**src/rtl/out_req_pkt_arbiter.sv**
```systemverilog
// Packet arbiter for the OUT_req upload path: strict-priority source plus
// round-robin among the rest, grant held until tail, overrun watchdog.
module out_req_pkt_arbiter #(
  parameter int unsigned NUM_SRC   = 3,
  parameter int unsigned HP_SRC    = 0,
  parameter int unsigned MAX_FLITS = 16,
  parameter int unsigned IDX_W     = $clog2(NUM_SRC)
) (
  input  logic                   clk,
  input  logic                   rst,
  input  logic                   out_rdy,
  input  logic [NUM_SRC-1:0]     v_req,
  input  logic [2*NUM_SRC-1:0]   req_ctrl,
  output logic                   ack_out,
  output logic [NUM_SRC-1:0]     ack_req,
  output logic [NUM_SRC-1:0]     select,
  output logic [IDX_W-1:0]       grant_idx,
  output logic                   busy,
  output logic                   err_overrun
);

  localparam int unsigned CNT_W = (MAX_FLITS == 0) ? 8 : $clog2(MAX_FLITS + 1);
  localparam logic [IDX_W-1:0] HP_IDX = IDX_W'(HP_SRC);

  typedef enum logic {
    S_IDLE   = 1'b0,
    S_LOCKED = 1'b1
  } state_t;

  state_t           r_state, w_state_nxt;
  logic [IDX_W-1:0] r_owner, w_owner_nxt;
  logic [IDX_W-1:0] r_rr_ptr, w_rr_nxt;
  logic [CNT_W-1:0] r_flit_cnt, w_cnt_nxt, w_cnt_inc;
  logic             r_err, w_err_nxt;

  logic             w_hp_hit, w_rr_hit, w_win_vld;
  logic [IDX_W-1:0] w_rr_idx, w_win_idx, w_sel;
  logic [1:0]       w_ctrl;
  logic             w_tail;

  // Winner search: HP source first, then round-robin scan from r_rr_ptr skipping HP.
  always_comb begin
    int unsigned idx;
    idx      = 0;
    w_hp_hit = 1'b0;
    w_rr_hit = 1'b0;
    w_rr_idx = '0;
    for (int unsigned i = 0; i < NUM_SRC; i++) begin
      if (i == HP_SRC && v_req[IDX_W'(i)]) w_hp_hit = 1'b1;
    end
    for (int unsigned k = 0; k < NUM_SRC; k++) begin
      idx = (int'(r_rr_ptr) + k) % NUM_SRC;
      if (!w_rr_hit && v_req[IDX_W'(idx)] && idx != HP_SRC) begin
        w_rr_hit = 1'b1;
        w_rr_idx = IDX_W'(idx);
      end
    end
  end

  assign w_win_vld = w_hp_hit | w_rr_hit;
  assign w_win_idx = w_hp_hit ? HP_IDX : w_rr_idx;
  assign w_sel     = (r_state == S_IDLE) ? w_win_idx : r_owner;

  always_comb begin
    w_ctrl = 2'b00;
    for (int unsigned i = 0; i < NUM_SRC; i++) begin
      if (IDX_W'(i) == w_sel) w_ctrl = req_ctrl[2*i +: 2];
    end
  end

  assign w_tail    = (w_ctrl == 2'b11);
  assign w_cnt_inc = (r_flit_cnt == '1) ? r_flit_cnt : r_flit_cnt + CNT_W'(1);

  always_comb begin
    ack_out     = 1'b0;
    ack_req     = '0;
    grant_idx   = '0;
    w_state_nxt = r_state;
    w_owner_nxt = r_owner;
    w_rr_nxt    = r_rr_ptr;
    w_cnt_nxt   = r_flit_cnt;
    w_err_nxt   = 1'b0;
    case (r_state)
      S_IDLE: begin
        if (out_rdy && w_win_vld) begin
          ack_out            = 1'b1;
          ack_req[w_win_idx] = 1'b1;
          grant_idx          = w_win_idx;
          if (!w_hp_hit) begin
            w_rr_nxt = (int'(w_win_idx) == NUM_SRC - 1) ? '0 : w_win_idx + IDX_W'(1);
          end
          if (!w_tail) begin
            w_state_nxt = S_LOCKED;
            w_owner_nxt = w_win_idx;
            w_cnt_nxt   = CNT_W'(1);
          end
        end
      end
      S_LOCKED: begin
        grant_idx = r_owner;
        if (out_rdy && v_req[r_owner]) begin
          ack_out          = 1'b1;
          ack_req[r_owner] = 1'b1;
          w_cnt_nxt        = w_cnt_inc;
          if (w_tail) begin
            w_state_nxt = S_IDLE;
          end else if (MAX_FLITS != 0 && w_cnt_inc == CNT_W'(MAX_FLITS)) begin
            w_state_nxt = S_IDLE;
            w_err_nxt   = 1'b1;
          end
        end
      end
      default: w_state_nxt = S_IDLE;
    endcase
    if (rst) begin
      ack_out   = 1'b0;
      ack_req   = '0;
      grant_idx = '0;
    end
  end

  assign select      = ack_req;
  assign busy        = (r_state == S_LOCKED);
  assign err_overrun = r_err;

  always_ff @(posedge clk) begin
    if (rst) begin
      r_state    <= S_IDLE;
      r_owner    <= '0;
      r_rr_ptr   <= '0;
      r_flit_cnt <= '0;
      r_err      <= 1'b0;
    end else begin
      r_state    <= w_state_nxt;
      r_owner    <= w_owner_nxt;
      r_rr_ptr   <= w_rr_nxt;
      r_flit_cnt <= w_cnt_nxt;
      r_err      <= w_err_nxt;
    end
  end

endmodule

```
**config.mk**
```make
export PLATFORM = sky130hd
export DESIGN_NAME = out_req_pkt_arbiter
export DESIGN_NICKNAME = d
export VERILOG_FILES = /design/src/rtl/out_req_pkt_arbiter.sv
export SDC_FILE = /design/constraint.sdc
export NUM_CORES = 1
export LEC_CHECK = 0
export BUFFER_PORTS_ARGS = -buffer_cell sky130_fd_sc_hd__buf_2
export CAP_MARGIN = 25
export CORE_MARGIN = 4
export CORE_UTILIZATION = 54
export CTS_BUF_LIST = sky130_fd_sc_hd__clkbuf_4 sky130_fd_sc_hd__clkbuf_8 sky130_fd_sc_hd__clkbuf_16
export CTS_CLUSTER_SIZE = 24
export DETAILED_ROUTE_END_ITERATION = 8
export PLACE_DENSITY = 0.75
export SETUP_SLACK_MARGIN = 0.05
export SLEW_MARGIN = 5
export SYNTH_ARGS = -nofsm -noshare
export SYNTH_HDL_FRONTEND = slang
export SYNTH_SLANG_ARGS = --single-unit
export TNS_END_PERCENT = 1
```
**constraint.sdc**
```tcl
create_clock -name clk -period 5.1 [get_ports clk]
set_clock_uncertainty 0.2 [all_clocks]
set_input_delay 1.53 -clock clk [delete_from_list [all_inputs] [get_ports clk]]
set_output_delay 1.53 -clock clk [all_outputs]
set_load 0.02 [all_outputs]
```
==> results.yml <==
synthesis:
  synth_ff_type: "dfxtp_1"
  yosysTopAreaCell: "dfxtp_1"
  ys_types: 55
  syn-num-nets: 164
  synth-edff-count: 0
  synth_area_sq_mm: 0.001160
  ys_top_cells_by_area: "dfxtp_1 19%, ha_1 5.4%, nand2_1 4.5%, a21oi_1 4.3%, o21ai_0 3.5%"
  syn_area_per_cell_sq_um: 7.890
  yosys.area.top_type_share_pct: 18.99
  ys_seq_elements: 11
  async_flop_share_pct: 0
  yosysWarnings: 0
  synthCells: 147
  seq_area_frac_synth_pct: 18.99
finish:
  stdcell_count: 189
  mostFrequentLayoutCells: "22 x buf_2, 14 x nand2_1, 11 x dfxtp_1, 9 x a21oi_1, 9 x nor2_1"
  n_antenna_cell: 0
  final_common_cell: "buf_2"
  drive_gt1_share_pct: 30.86
  fin_nets: 180
  syn_to_final_growth_pct: 9.709
power:
  total_power_mw: 0.2813
  power_density_mw_per_mm2: 221.0
  leakage_nw: 0.5142
  ir_drop_uv: 180.5
detailed_routing:
  remaining_drc_errors: 0
  via_per_inst: 6.058
  wire_per_inst_um: 14.41
  first_pass_iters: 4
  first_iter_violations: 29
  detail-route-antenna-nets: 0
  routed_wl_um: 2724
  vias: 1145
global_route:
  gr-total-overflow: 0
  grt_antenna_before_repair: 0
  grt_usage_pct: 21.09
  grt_pass1_wl_um: 4643
  grt_start_max_net_pins: 19
  grt_pass1_vias: 1069
floorplanning:
  die_h_um: 54.35
  die_area_sq_mm: 0.002953
  die_w_um: 54.35
  fp.coreArea_sq_mm: 0.002002
  row_count: 16
  start_util_pct: 57.94
  boundaryPins: 23
critical_path:
  r2r_slack_ns: 2.26
  cp-end-kind: "output port"
  path_class: "in2out"
  arrival_ns: 3.20
  critPathLaunchType: "primary input"
  rr_endpoint: "r_flit_cnt[0]"
  critical_path.endpoint: "select[2]"
  required_ns: 3.37
  crit_path_start: "v_req[0]"
  crit_fanout: 11
  worstRegToRegCells: 9
  timing.rr.start: "r_rr_ptr[0]"
clock_network:
  ctsHoldBuffers: 0
  cts_tree: "built"
  path_clk_slew_ns: 0.06
  clk_path_buf_depth: 2
  clk_latency_ns: 0.27
  htree_levels: 1
  cts_sinks: 11
  cts-buffers-inserted: 3
  cts_root_buf: "clkbuf_4"
sta:
  tightest_slew_ns: 0.4273
  slew_headroom_pct: 71.30
  setup_tns_ns: 0
  slew_violations: 0
  setup_viol: 0
  post-route-min-period_ns: 4.933
  setup_ws_ns: 0.1671
  finalHoldViolations: 0
  rsz0062_at_grt: "yes"
  finalCritPeriodShare_pct: 96.72
  fmax_mhz: 202.7
placement:
  io_buffers: 22
  gp_congestion: 0.8926
  place_ws_ns: 0.1674
  dp_cells: 185
  dpl.hpwl_um: 2145
outcome:
  outcome: "completed"
job:
  maxCapViolCount: 0
hold_path:
  hp-class: "reg2reg"
-- synthesized netlist by cell type, types with 2 or more instances --
| cell type | count |
|---|---|
| nand2_1 | 14 |
| dfxtp_1 | 11 |
| a21oi_1 | 10 |
| nor2_1 | 9 |
| o21ai_0 | 8 |
| inv_1 | 7 |
| nand3_1 | 6 |
| nor3_1 | 6 |
| clkbuf_1 | 5 |
| ha_1 | 5 |
| buf_4 | 4 |
| mux2i_1 | 3 |
| nand4_1 | 3 |
| nor2b_1 | 3 |
| nor3b_1 | 3 |
| a311oi_1 | 2 |
| a31o_2 | 2 |
| and2_4 | 2 |
| and3_1 | 2 |
| buf_6 | 2 |
| nand3b_1 | 2 |
| nor3_2 | 2 |
| o21bai_1 | 2 |
| o31ai_2 | 2 |
| o32a_1 | 2 |
-- sequential cells by signal, indices dropped and copies added, names as in the netlist --
| name | cells |
|---|---|
| r_owner | 2 |
| busy | 1 |
| r_rr_ptr | 2 |
| err_overrun | 1 |
| r_flit_cnt | 5 |
-- critical path, cell delays in order --
cell,delay [ns]
buf_2,0.17
mux2i_1,0.24
o31ai_2,0.11
o32a_1,0.38
nand2b_4,0.16
or2_2,0.30
a21oi_2,0.13
buf_2,0.18
-- cell families after synthesis --
kind of cell | after synthesis | synth area share [%]
AO/OA/AOI/OAI | 44 | 30.42
adder cells (fa/ha/maj) | 5 | 5.394
buffers and inverters | 20 | 9.386
flip-flops | 11 | 18.99
multiplexers | 4 | 3.775
AND/OR/NAND/NOR | 63 | 32.04
-- layout make-up --
type	count	area, sq um
Timing Repair Buffer	23	117.6
Tap cell	27	33.78
Multi-Input combinational cell	116	840.8
Sequential cell	11	220.2
Clock buffer	4	30.03
Fill cell	188	729.5
Inverter	8	30.03
-- metal layers --
layer  track usage, %  share of wire (%)  vias up
met3            5.177                6.9        2
met4            4.149               0.37        0
met1            30.28                 49      514
met5                0                  0        -
met2            31.67                 43       48
li1                 -                  -      581
-- per-stage QoR --
| stage | utilization [%] | hold slack [ns] | instance area [sq um] |
|---|---|---|---|
| CTS | 63.25 | 0.3367 | 1266 |
| finish | 63.56 | 0.3338 | 1272 |
| floorplan | - | 0.2871 | 1164 |
| global route | 63.56 | 0.3822 | 1272 |
| detailed placement | 61.75 | 0.3223 | 1236 |
| global placement | 61.75 | 0.3168 | 1236 |
-- how the worst min path moves through the flow --
stage	start	to	slack [ns]	cells after the start
final	r_rr_ptr[0]	r_rr_ptr[0]	0.33	2
after global routing	r_rr_ptr[0]	r_rr_ptr[0]	0.38	2
after global placement	r_rr_ptr[0]	r_rr_ptr[0]	0.32	2
after CTS	r_rr_ptr[0]	r_rr_ptr[0]	0.34	2
after floorplan	r_rr_ptr[1]	r_rr_ptr[1]	0.29	2
after detailed placement	r_rr_ptr[0]	r_rr_ptr[0]	0.32	2
-- repair_timing --
| item | 4_1_cts | 5_1_grt |
|---|---|---|
| gates resized for setup | 0 | 1 |
| endpoints found under the hold margin | 0 | 0 |
| buffers inserted | 0 | 0 |
| endpoints found under the setup margin | 0 | 3 |
-- where the power goes --
group          total, mW  internal, mW  switching, mW
registers          0.105        0.0917         0.0133
clock network     0.0658        0.0356         0.0302
logic              0.110        0.0442         0.0662
Power figures use the tool's default switching activity.
